`src/rtl/buffet_arb_pkg.sv`:
```
// Shared types and defaults for the buffet memory arbiter.
//   prio_e         : which side wins the next read/write conflict
//   DEFAULT_DATA_W : SRAM word width
//   DEFAULT_ADDR_W : SRAM address width
package buffet_arb_pkg;

    typedef enum logic {
        PRIO_READ  = 1'b0,
        PRIO_WRITE = 1'b1
    } prio_e;

    localparam int unsigned DEFAULT_DATA_W = 64;
    localparam int unsigned DEFAULT_ADDR_W = 9;

endpackage

```
`src/rtl/buffet_arb_rsp_fifo.sv`:
```
// Synchronous response FIFO holding read data until the read scanner takes it.
// Ports:
//   clk_i, rst_i : clock, synchronous active-high reset
//   clr_i        : synchronous clear, same effect as reset
//   push_i/data_i: enqueue one word
//   pop_i        : dequeue the head word
//   data_o       : head word (valid when !empty_o)
//   empty_o      : no entries stored
//   count_o      : number of stored entries
// Push and pop together on a full FIFO is legal; no bypass from push to data_o.
module buffet_arb_rsp_fifo
    import buffet_arb_pkg::*;
#(
    parameter int unsigned DATA_W    = DEFAULT_DATA_W,
    parameter int unsigned RSP_DEPTH = 2,
    parameter int unsigned CNT_W     = $clog2(RSP_DEPTH + 1)
) (
    input  logic              clk_i,
    input  logic              rst_i,
    input  logic              clr_i,
    input  logic              push_i,
    input  logic [DATA_W-1:0] data_i,
    input  logic              pop_i,
    output logic [DATA_W-1:0] data_o,
    output logic              empty_o,
    output logic [CNT_W-1:0]  count_o
);

    localparam int unsigned PTR_W = (RSP_DEPTH > 1) ? $clog2(RSP_DEPTH) : 1;

    logic [DATA_W-1:0] mem_q [RSP_DEPTH];
    logic [PTR_W-1:0]  wr_ptr_q, wr_ptr_d;
    logic [PTR_W-1:0]  rd_ptr_q, rd_ptr_d;
    logic [CNT_W-1:0]  count_q, count_d;
    logic              full;

    always_comb begin
        wr_ptr_d = wr_ptr_q;
        rd_ptr_d = rd_ptr_q;
        if (push_i) begin
            wr_ptr_d = (wr_ptr_q == PTR_W'(RSP_DEPTH - 1)) ? '0 : wr_ptr_q + PTR_W'(1);
        end
        if (pop_i) begin
            rd_ptr_d = (rd_ptr_q == PTR_W'(RSP_DEPTH - 1)) ? '0 : rd_ptr_q + PTR_W'(1);
        end
        count_d = count_q + CNT_W'(push_i) - CNT_W'(pop_i);
    end

    always_ff @(posedge clk_i) begin
        if (rst_i || clr_i) begin
            wr_ptr_q <= '0;
            rd_ptr_q <= '0;
            count_q  <= '0;
        end else begin
            wr_ptr_q <= wr_ptr_d;
            rd_ptr_q <= rd_ptr_d;
            count_q  <= count_d;
        end
    end

    // Storage needs no reset; occupancy is tracked by count_q.
    always_ff @(posedge clk_i) begin
        if (push_i) begin
            mem_q[wr_ptr_q] <= data_i;
        end
    end

    assign full    = (count_q == CNT_W'(RSP_DEPTH));
    assign empty_o = (count_q == '0);
    assign count_o = count_q;
    assign data_o  = mem_q[rd_ptr_q];

    // The credit scheme upstream must make these impossible.
    a_no_overflow : assert property (@(posedge clk_i) disable iff (rst_i || clr_i)
        !(push_i && full && !pop_i));
    a_no_underflow : assert property (@(posedge clk_i) disable iff (rst_i || clr_i)
        !(pop_i && empty_o));

endmodule

```
`src/rtl/buffet_mem_arbiter.sv`:
```
// Arbitrates a single-port SRAM between the buffet write side and read side.
// One memory op per cycle; round-robin on conflict; read data returns through
// a credit-controlled response FIFO with ready/valid backpressure.
// Ports:
//   clk, rst, clk_en, flush                   : clock, sync reset, enable, sync clear
//   wr_req_valid/ready, wr_addr, wr_data       : write request channel
//   rd_req_valid/ready, rd_addr                : read request channel
//   rd_rsp_valid/ready, rd_rsp_data            : read response channel (FIFO head)
//   addr/data/wen/ren_to_mem, data_from_mem    : SRAM macro interface
// Optional: define BUFFET_ARB_PERF_CNT_EN to add saturating 32-bit counters
//   perf_rd_grants, perf_wr_grants, perf_conflicts.
module buffet_mem_arbiter
    import buffet_arb_pkg::*;
#(
    parameter int unsigned DATA_W    = DEFAULT_DATA_W,
    parameter int unsigned ADDR_W    = DEFAULT_ADDR_W,
    parameter int unsigned RD_LAT    = 1,
    parameter int unsigned RSP_DEPTH = 2
) (
    input  logic              clk,
    input  logic              rst,
    input  logic              clk_en,
    input  logic              flush,
    input  logic              wr_req_valid,
    output logic              wr_req_ready,
    input  logic [ADDR_W-1:0] wr_addr,
    input  logic [DATA_W-1:0] wr_data,
    input  logic              rd_req_valid,
    output logic              rd_req_ready,
    input  logic [ADDR_W-1:0] rd_addr,
    output logic [DATA_W-1:0] rd_rsp_data,
    output logic              rd_rsp_valid,
    input  logic              rd_rsp_ready,
    output logic [ADDR_W-1:0] addr_to_mem,
    output logic [DATA_W-1:0] data_to_mem,
    output logic              wen_to_mem,
    output logic              ren_to_mem,
`ifdef BUFFET_ARB_PERF_CNT_EN
    output logic [31:0]       perf_rd_grants,
    output logic [31:0]       perf_wr_grants,
    output logic [31:0]       perf_conflicts,
`endif
    input  logic [DATA_W-1:0] data_from_mem
);

    localparam int unsigned CNT_W = $clog2(RSP_DEPTH + 1);
    localparam int unsigned OUT_W = $clog2(RSP_DEPTH + RD_LAT + 1);

    logic              clear;
    prio_e             prio_q, prio_d;
    logic [RD_LAT-1:0] inflight_q, inflight_d;
    logic [OUT_W-1:0]  outstanding;
    logic              credit_ok;
    logic              rd_elig, wr_elig;
    logic              rd_grant, wr_grant;
    logic              push, pop;
    logic              fifo_empty;
    logic [CNT_W-1:0]  fifo_count;

    assign clear = rst | flush;

    always_comb begin
        // Credits cover reads already issued to the SRAM plus data parked in the FIFO.
        outstanding = OUT_W'(fifo_count);
        for (int unsigned i = 0; i < RD_LAT; i++) begin
            outstanding = outstanding + OUT_W'(inflight_q[i]);
        end

        pop       = !fifo_empty & rd_rsp_ready & clk_en & !clear;
        push      = inflight_q[RD_LAT-1] & clk_en & !clear;
        credit_ok = (outstanding < OUT_W'(RSP_DEPTH)) |
                    ((outstanding == OUT_W'(RSP_DEPTH)) & pop);

        rd_elig = rd_req_valid & credit_ok & clk_en & !clear;
        wr_elig = wr_req_valid & clk_en & !clear;

        rd_grant = 1'b0;
        wr_grant = 1'b0;
        prio_d   = prio_q;
        if (rd_elig && wr_elig) begin
            if (prio_q == PRIO_READ) begin
                rd_grant = 1'b1;
                prio_d   = PRIO_WRITE;
            end else begin
                wr_grant = 1'b1;
                prio_d   = PRIO_READ;
            end
        end else begin
            rd_grant = rd_elig;
            wr_grant = wr_elig;
        end

        inflight_d    = '0;
        inflight_d[0] = rd_grant;
        for (int unsigned i = 1; i < RD_LAT; i++) begin
            inflight_d[i] = inflight_q[i-1];
        end

        wr_req_ready = wr_grant;
        rd_req_ready = rd_grant;
        wen_to_mem   = wr_grant;
        ren_to_mem   = rd_grant;
        addr_to_mem  = '0;
        data_to_mem  = '0;
        if (wr_grant) begin
            addr_to_mem = wr_addr;
            data_to_mem = wr_data;
        end else if (rd_grant) begin
            addr_to_mem = rd_addr;
        end
    end

    always_ff @(posedge clk) begin
        if (rst || flush) begin
            prio_q     <= PRIO_READ;
            inflight_q <= '0;
        end else if (clk_en) begin
            prio_q     <= prio_d;
            inflight_q <= inflight_d;
        end
    end

    buffet_arb_rsp_fifo #(
        .DATA_W    (DATA_W),
        .RSP_DEPTH (RSP_DEPTH),
        .CNT_W     (CNT_W)
    ) u_rsp_fifo (
        .clk_i   (clk),
        .rst_i   (rst),
        .clr_i   (flush),
        .push_i  (push),
        .data_i  (data_from_mem),
        .pop_i   (pop),
        .data_o  (rd_rsp_data),
        .empty_o (fifo_empty),
        .count_o (fifo_count)
    );

    assign rd_rsp_valid = !fifo_empty & !clear;

`ifdef BUFFET_ARB_PERF_CNT_EN
    logic [31:0] perf_rd_q, perf_rd_d;
    logic [31:0] perf_wr_q, perf_wr_d;
    logic [31:0] perf_cf_q, perf_cf_d;

    always_comb begin
        perf_rd_d = perf_rd_q;
        perf_wr_d = perf_wr_q;
        perf_cf_d = perf_cf_q;
        if (rd_grant && (perf_rd_q != '1)) perf_rd_d = perf_rd_q + 32'd1;
        if (wr_grant && (perf_wr_q != '1)) perf_wr_d = perf_wr_q + 32'd1;
        if (rd_elig && wr_elig && (perf_cf_q != '1)) perf_cf_d = perf_cf_q + 32'd1;
    end

    always_ff @(posedge clk) begin
        if (rst || flush) begin
            perf_rd_q <= '0;
            perf_wr_q <= '0;
            perf_cf_q <= '0;
        end else begin
            perf_rd_q <= perf_rd_d;
            perf_wr_q <= perf_wr_d;
            perf_cf_q <= perf_cf_d;
        end
    end

    assign perf_rd_grants = perf_rd_q;
    assign perf_wr_grants = perf_wr_q;
    assign perf_conflicts = perf_cf_q;
`endif

endmodule

```
`config.mk`:
```
export PLATFORM = sky130hd
export DESIGN_NAME = buffet_mem_arbiter
export DESIGN_NICKNAME = d
export VERILOG_FILES = /design/src/rtl/buffet_arb_pkg.sv /design/src/rtl/buffet_arb_rsp_fifo.sv /design/src/rtl/buffet_mem_arbiter.sv
export SDC_FILE = /design/constraint.sdc
export NUM_CORES = 1
export LEC_CHECK = 0
export CAP_MARGIN = 15
export CORE_MARGIN = 5
export CORE_UTILIZATION = 35
export CTS_CLUSTER_SIZE = 10
export DETAILED_ROUTE_END_ITERATION = 12
export HOLD_SLACK_MARGIN = 0.06
export PLACE_DENSITY = 0.84
export RECOVER_POWER = 100
export SYNTH_ARGS = -nofsm -noshare
export SYNTH_HDL_FRONTEND = slang
export SYNTH_SLANG_ARGS = --single-unit
```
`constraint.sdc`:
```
create_clock -name clk -period 7.4 [get_ports clk]
set_input_delay 2.22 -clock clk [delete_from_list [all_inputs] [get_ports clk]]
set_output_delay 2.22 -clock clk [all_outputs]
set_load 0.05 [all_outputs]
```
== Yosys cells after proc, flatten, opt, wreduce, memory -nomap -nowiden ==
Memory sizes are Yosys's and may differ from the RTL's. A register that Yosys moved wholly into a read port is not among the register bits.
Cells that the tools add are included.
Operators by class
  add/sub/neg operators: 5
  order comparisons: 1
  eq/ne operators: 1
  mux-type cells: 13
  bitwise gates (word level): 14
  reduce and logical (&&, ||, !) cells: 6
Operators by type and width (count)
  64-bit two-way mux: 1
  9-bit two-way mux: 2
  1-bit AND: 12
  1-bit two-way mux: 10
  2-bit by 1-bit adder with 2-bit output: 2
  1-bit adder (second input constant): 2
  2-bit == test (second input constant): 1
  1-bit logical NOT: 2
  2-bit logical NOT: 1
  2-bit less-than comparator (second input constant): 1
  1-bit bitwise OR: 2
  2-bit AND reduction: 1
  2-bit by 1-bit subtractor with 2-bit output: 1
  1-bit logical AND: 1
  1-bit logical OR: 1
Word-level totals
  flip-flop bits (word level): 6
  memory bits (writable): 128
  output and inout bits: 142
  memories: 1
Memory list
  u_rsp_fifo.mem_q: words 2, width 64, rd ports 1, clocked after memory_dff 1, write ports 1, line buffet_arb_rsp_fifo.sv:31  | logic [DATA_W-1:0] mem_q [RSP_DEPTH];

== Logic depth before layout (Yosys ltp) ==
Gate-level depths: netlist (run 1).
  word-level depth: 14
  depth in mapped cells: 9

== Modules after synthesis ==
Synthesis (run 1) repeated with hierarchy kept, for this count alone.
Second synthesis, totals
  cell total of the unflattened synthesis: 355
  area total of the unflattened synthesis: 6058.3 sq um
By module, submodules not included
  buffet_arb_rsp_fifo: instances 1, cells each 219, area an instance 5137.4 sq um, sequential area each 3943.8 sq um
  buffet_mem_arbiter: instances 1, cells each 136, area an instance 920.9 sq um, sequential area each 40.0 sq um

== Worst setup path before layout (run 1) ==
OpenSTA, ideal clock, no wires.
  path type: in2out
  start point: input port rd_rsp_ready
  end point: output port ren_to_mem
  arrival: 3997 ps
  data required time: 5180 ps
  slack: 1183 ps
  cell stages on the path: 6
  path through: nand3b_1 a221oi_4 nand2_1 clkbuf_1 nor2_1 buf_4
On the way
  cells in the longest elaborated chain, start to end: 10
RTL lines
  start, declared: line buffet_mem_arbiter.sv:33  | input logic rd_rsp_ready,
  1-bit AND * (3 in series): line buffet_mem_arbiter.sv:69  | pop = !fifo_empty & rd_rsp_ready & clk_en & !clear;
  1-bit AND *: line buffet_mem_arbiter.sv:72  | ((outstanding == OUT_W'(RSP_DEPTH)) & pop);
  1-bit bitwise OR *: line buffet_mem_arbiter.sv:71  | credit_ok = (outstanding < OUT_W'(RSP_DEPTH)) |
  1-bit AND * (3 in series): line buffet_mem_arbiter.sv:74  | rd_elig = rd_req_valid & credit_ok & clk_en & !clear;
  1-bit logical AND: line buffet_mem_arbiter.sv:80  | if (rd_elig && wr_elig) begin
  1-bit two-way mux *: line buffet_mem_arbiter.sv:80
  end, declared: line buffet_mem_arbiter.sv:37  | output logic ren_to_mem,
Every way passes the cells marked *; elsewhere a longest branch is shown, timed or not.

== Worst setup path in the final report (run 1) ==
  start point: input port rd_rsp_ready
  end point: output port addr_to_mem[7]
On the way
  cells in the longest elaborated chain, start to end: 12
  elaborated cells on any way between the ends: 13
RTL lines
  1-bit AND * (3 in series): line buffet_mem_arbiter.sv:69
  1-bit AND *: line buffet_mem_arbiter.sv:72
  1-bit bitwise OR *: line buffet_mem_arbiter.sv:71
  1-bit AND * (3 in series): line buffet_mem_arbiter.sv:74
  1-bit logical AND: line buffet_mem_arbiter.sv:80
  1-bit two-way mux: line buffet_mem_arbiter.sv:80
  9-bit two-way mux: line buffet_mem_arbiter.sv:108  | end else if (rd_grant) begin
  9-bit two-way mux *: line buffet_mem_arbiter.sv:105  | if (wr_grant) begin
  end, declared: line buffet_mem_arbiter.sv:34  | output logic [ADDR_W-1:0] addr_to_mem,
Marked as above.

==> impl_metrics.toml, run 1 <==
[critical_path]
cpLargestDelayFamily = "buffers and inverters"
crit_buf_inv = 2
required_ns = 5.18
crit_cells = 6
path_cells = "dlygate4sd3_1 -> nand3b_1 -> a221oi_4 -> nand2_1 -> o22ai_1 -> dlygate4sd3_1"
end_kind = "primary output"
worstSetupPathType = "input pin to primary output"
arrival_ns = 4.81
cp_common_cell = "dlygate4sd3_1"
crit_fanout = 11
r2r_setup_slack_ns = 3.49
reg2reg_depth = 3
slowest_delay_ns = 0.91
slowest_stage = "dlygate4sd3_1"
setup.worst_path.start_class = "input pin"

[sta]
finalCritPeriodShare_pct = 94.9
grt_setup_unrepaired = "no"
slew_violations = 107
setup_viol = 0
fmax_ghz = 0.142
setup-tns-final_ns = 0
slew_headroom_pct = -74.5
tightestPinTransition_ns = 2.61
finClkSkew_ns = 0.00586
hold_viol_final = 0
post-route-min-period_ns = 7.03
layout_setup_ws_ns = 0.375

[floorplan]
dieArea_um2 = 18900
fp-row-count = 46
io-pin-count = 295
die_w_um = 137
die_h_um = 137
start_util_pct = 35.7
coreArea_um2 = 15900

[route]
viasPerCell = 4.59
ant_nets = 0
drc_errors = 0
drt_iter0_markers = 138
drt-total-wl_um = 17000
vias = 4040
avgRoutedWirePerCell_um = 19.3
first_pass_iters = 4

[grt]
grt_pass1_wl_um = 24700
antenna_found_initial = 1
grt_start_max_net_pins = 57
gr-total-overflow = 0
grt_usage_pct = 17.7
grt_pass1_vias = 4467

[synth]
syn_area_um2 = 5680
synth_seq_cells = 135
seq_area_frac_synth_pct = 70.2
synth_top_area_cell = "edfxtp_1"
synth_top_cells_by_area = "edfxtp_1, mux2_2, and2_1, dfxtp_1, buf_6"
yosysWarnings = 0
syn_inst = 356
yosys.cell_types.count = 29
synth.avg_cell_area_um2 = 15.9
syn-num-nets = 512
synth_top_cell_area_share_pct = 67.7

[hold_path]
min_path_type = "flip-flop to flip-flop"
min_path_cells = 2

[clocking]
cts.sinks = 135
hold_buffers = 0
clk_latency_ns = 0.41
cts-root-buf = "clkbuf_16"
cts_tree = "done"
clk_pin_slew_ns = 0.06
cts_buffer_depth = 2
ctsHtreeMaxLevel = 4
cts_resized = 0
post_cts_buffers = 0
cts_buffers = 17

[final_layout]
regArea_um2 = 3980
fillCellCount = 1166
nets = 808
diodes = 0
multi_input_area_um2 = 1540
drive_above_1_share_pct = 25.0
area_growth_pct = 76.4

[outcome]
violations = "max-capacitance violations, max-slew violations"
status = "complete, but fails checks"

[power_and_ir_drop]
switching_power_w = 0.000384
internal-power_w = 0.00143
seqPwrFrac_pct = 46.2
powerDensity_nw_per_um2 = 181
clock_power_share_pct = 45.7
leakage_nw = 3.51
p_comb_share_pct = 8.1
switching_share_pct = 21.2
ir_drop_mv = 0.144

[flow_run]
max_cap_viol_count = 3

[placed_design]
portBuffers = 294
gp_congestion = 0.874
dp_slack_ns = 0.515
dp_hpwl_um = 13300
==> layer usage <==
metal	global-route usage [%]	wire length, µm	up-vias
li1	-	-	1893
met1	18.7	6270	1987
met2	33.6	9490	138
met3	5.92	1080	20
met4	4.49	184	2
met5	0	13	-
==> worst reg2reg max path, delay by kind of cell (launching register included) <==
family | cells | cell delay [ns]
buffers and inverters | 1 | 0.99
and+or+nand+nor | 2 | 2.12
DFF | 1 | 0.41
==> sequential cells by signal, summed over array words and instances (netlist names), named ones only <==
register and count:
inflight_q 1, prio_q 1, u_rsp_fifo.wr_ptr_q 1, u_rsp_fifo.rd_ptr_q 1
u_rsp_fifo.mem_q 128, u_rsp_fifo.count_o 2
==> cells in the mapped netlist, drive strengths merged <==
cell	instances
a21oi	2
a221oi	1
a31o	1
and2	67
and3	1
buf	18
clkbuf	4
dfxtp	7
edfxtp	128
ha	3
inv	4
mux2	64
nand2	14
nand2b	1
nand3	9
nand3b	2
nand4	1
nor2	8
nor2b	3
nor3b	2
o211ai	1
o21ai	1
o22ai	9
or2	1
xnor2	1
xor2	3
==> power by group through the flow <==
stage	combinational (W)	clock, W	sequential [W]
floorplan	0.0000418	0	0.000855
global placement	0.000151	0	0.000854
detailed placement	0.000156	0	0.000854
CTS	0.000156	0.000848	0.000838
global route	0.000153	0.000880	0.000838
finish	0.000147	0.000829	0.000838
==> through the flow <==
stage | hold slack, ns | total power (W) | cell area (µm²) | utilization [%] | std cells
global route | 0.528 | 0.00187 | 10000 | 63.0 | 881
floorplan | 0.472 | 0.000896 | 5680 | - | 356
detailed placement | 0.496 | 0.00101 | 9480 | 59.7 | 849
global placement | 0.487 | 0.00100 | 9480 | 59.7 | 849
CTS | 0.515 | 0.00184 | 10100 | 63.4 | 881
finish | 0.510 | 0.00181 | 10000 | 63.0 | 881
==> cell type report <==
class / count / share of cell area [%]
inverters: 4 / 0.150
flip-flops and latches: 135 / 39.8
clock buffers: 18 / 4.29
well taps: 216 / 2.70
repair buffers: 299 / 36.1
clock inverters: 14 / 1.62
multi-input cells: 195 / 15.4
==> cell families (layout without fill, tap and decap cells) <==
family / after synthesis / in the layout / synth area share [%]
AND/OR/NAND/NOR: 109 / 109 / 10.9
flip-flops: 135 / 135 / 70.2
AO/OA/AOI/OAI: 15 / 15 / 2.07
multiplexers: 64 / 64 / 12.7
adder cells (fa/ha/maj): 3 / 3 / 0.661
XOR/XNOR: 4 / 4 / 0.617
buffers and inverters: 26 / 335 / 2.86
==> cell usage in the layout, fill, tap and decap left out, drive strengths merged, types with 7 or more instances in the layout <==
cell,n
mux2,64
nand3,9
dlygate4sd3,140
buf,66
nor2,8
edfxtp,128
o22ai,9
and2,67
clkdlybuf4s50,88
nand2,14
inv,11
dfxtp,7
clkbuf,23
==> final timing paths <==
kind | start | endpoint
worst max-delay path | rd_rsp_ready | addr_to_mem[7]
worst min-delay path | u_rsp_fifo.rd_ptr_q$_SDFFE_PP0N_ | u_rsp_fifo.rd_ptr_q$_SDFFE_PP0N_
worst max register to register | inflight_q$_SDFFE_PP0P_ | u_rsp_fifo.mem_q[0][51]$_DFFE_PP_
worst min register to register | u_rsp_fifo.rd_ptr_q$_SDFFE_PP0N_ | u_rsp_fifo.rd_ptr_q$_SDFFE_PP0N_
No activity file was read; power rests on OpenSTA's default activity.
==> run 2, diff against run 1 <==
--- a/config.mk
+++ b/config.mk
@@ -10,8 +10,8 @@
 export CORE_UTILIZATION = 35
 export CTS_CLUSTER_SIZE = 10
 export DETAILED_ROUTE_END_ITERATION = 12
-export HOLD_SLACK_MARGIN = 0.06
-export PLACE_DENSITY = 0.84
+export HOLD_SLACK_MARGIN = 0.15
+export PLACE_DENSITY = 0.72
 export RECOVER_POWER = 100
 export SYNTH_ARGS = -nofsm -noshare
 export SYNTH_HDL_FRONTEND = slang
==> run 2 against run 1 <==
  * The run still ends with max-capacitance violations, max-slew violations left
  * Core utilization decreased by 0.11 points
  * Largest cell class unchanged
  * Clock-buffer cell count is 1 lower
  * Flip-flop and latch count stayed put
==> impl_metrics.toml, run 2 (synthesis gave the netlist of run 1 again) <==
[floorplan]
fp-row-count = 46
start_util_pct = 35.7
io-pin-count = 295
die_h_um = 137
dieArea_um2 = 18900
coreArea_um2 = 15900
die_w_um = 137

[grt]
gr-total-overflow = 0
grt_most_used_layer = "met2"
grt_usage_pct = 16.9
use_met3_pct = 8.04
grt_pass1_vias = 4276
grt_pass1_wl_um = 23500
globalRouteMet2Util_pct = 31.4
grt_start_max_net_pins = 67
antenna_found_initial = 10
grt.met1_usage_pct = 16.5

[critical_path]
cp_common_cell = "dlygate4sd3_1"
path_cells = "dlygate4sd3_1 -> nand3b_1 -> a221oi_4 -> nand2_1 -> o22ai_1 -> dlygate4sd3_1"
r2r-start = "inflight_q$_SDFFE_PP0P_"
cpLargestDelayFamily = "buffers and inverters"
r2r_setup_slack_ns = 3.67
crit_fanout = 11
worstSetupPathType = "input pin to primary output"
end_kind = "primary output"
arrival_ns = 4.80
slowest_delay_ns = 0.91
slowest_stage = "dlygate4sd3_1"
crit_cells = 6
startpoint = "rd_rsp_ready"
r2r-end = "u_rsp_fifo.mem_q[0][1]$_DFFE_PP_"
setup.worst_path.start_class = "input pin"
cp-endpoint = "addr_to_mem[4]"
reg2reg_depth = 3
crit_buf_inv = 2
required_ns = 5.18

[sta]
slew_headroom_pct = -101
layout_setup_ws_ns = 0.381
finClkSkew_ns = 0.0120
grt_setup_unrepaired = "no"
post-route-min-period_ns = 7.02
tightestPinTransition_ns = 3.02
setup-tns-final_ns = 0
hold_viol_final = 0
fmax_ghz = 0.142
setup_viol = 0
finalCritPeriodShare_pct = 94.8
slew_violations = 154

[route]
drc_errors = 0
drt_iter0_markers = 126
drt-total-wl_um = 16400
first_pass_iters = 6
vias = 4090
avgRoutedWirePerCell_um = 18.5
ant_nets = 0
viasPerCell = 4.63

[outcome]
violations = "max-capacitance violations, max-slew violations"
status = "complete, but fails checks"

[power_and_ir_drop]
leakage_nw = 3.49
seqPwrFrac_pct = 46.2
clock_power_share_pct = 45.9
internal-power_w = 0.00143
switching_share_pct = 21.3
powerDensity_nw_per_um2 = 182
switching_power_w = 0.000386
ir_drop_mv = 0.136
p_comb_share_pct = 7.9

[final_layout]
multi_input_area_um2 = 1540
regMostFlops = "u_rsp_fifo.mem_q"
drive_above_1_share_pct = 24.9
largest_reg_flops = 128
final_common_cell = "dlygate4sd3_1"
layout.cells.non_filler = 884
layout_common_cells = "dlygate4sd3_1, edfxtp_1, clkdlybuf4s50_1, and2_0, buf_12"
nets = 806
fin_area_um2 = 10000
regArea_um2 = 3980
area_growth_pct = 76.1
fillCellCount = 1189
post-route-util_pct = 62.9

[clocking]
hold_buffers = 0
cts_resized = 0
cts_buffer_depth = 2
cts_tree = "done"
cts.sinks = 135
clk_pin_slew_ns = 0.06
ctsHtreeMaxLevel = 4
clk_latency_ns = 0.40
cts-root-buf = "clkbuf_16"
cts_buffers = 17
post_cts_buffers = 0

[placed_design]
dp_slack_ns = 0.519
portBuffers = 294
gp_congestion = 0.868
placed_area_um2 = 9430
placedCellCount = 847
dp_hpwl_um = 12700

[hold_path]
min_path_type = "flip-flop to flip-flop"
min_path_cells = 2

[flow_run]
max_cap_viol_count = 3
run 2: changes by cell type in the layout (fill, tap and decap cells not counted), sizes merged:
| cell | change |
|---|---|
| inv | -1 |
| clkinv | +3 |
| clkbuf | -2 |
| clkdlybuf4s50 | -1 |
| diode | +5 |
| clkinvlp | -1 |
| buf | +1 |
| dlygate4sd3 | -1 |
run 2: metrics by stage:
step / hold WS [ns] / power [W]
2_1_floorplan: 0.472 / 0.000896
3_3_place_gp: 0.485 / 0.00100
3_5_place_dp: 0.514 / 0.00101
4_1_cts: 0.530 / 0.00185
5_1_grt: 0.578 / 0.00188
6_report: 0.534 / 0.00181
run 2: per-layer routing:
metal  wire (µm)  vias up
li1            -     1902
met1        5680     1939
met2        8630      218
met3        1800       21
met4         193       10
met5          68        -
run 2: worst min-delay path by stage:
stage,from,endpoint
global placement,u_rsp_fifo.rd_ptr_q$_SDFFE_PP0N_,flip-flop
finish,u_rsp_fifo.rd_ptr_q$_SDFFE_PP0N_,flip-flop
floorplan,u_rsp_fifo.rd_ptr_q$_SDFFE_PP0N_,flip-flop
global route,u_rsp_fifo.rd_ptr_q$_SDFFE_PP0N_,flip-flop
CTS,u_rsp_fifo.rd_ptr_q$_SDFFE_PP0N_,flip-flop
detailed placement,u_rsp_fifo.rd_ptr_q$_SDFFE_PP0N_,flip-flop
run 2: area by class of cell:
class	count	area share [%]
sequential	135	39.8
timing repair buffer	297	35.8
multi-input combinational	195	15.4
clock buffer	17	4.26
tap	216	2.70
clock inverter	15	1.69
inverter	4	0.150
antenna	5	0.125
run 2: power groups by stage:
stage	clock network (W)	logic [W]	registers, W
after floorplan	0	0.0000418	0.000855
after global placement	0	0.000150	0.000854
after detailed placement	0	0.000153	0.000854
after CTS	0.000854	0.000154	0.000837
after global routing	0.000887	0.000152	0.000838
final	0.000833	0.000144	0.000838
run 2: worst register-to-register path, stage by stage (launching register included):
cell and delay [ns]:
dfxtp_1 0.38, and2_0 0.17, nor2b_1 1.64, clkbuf_2 1.09
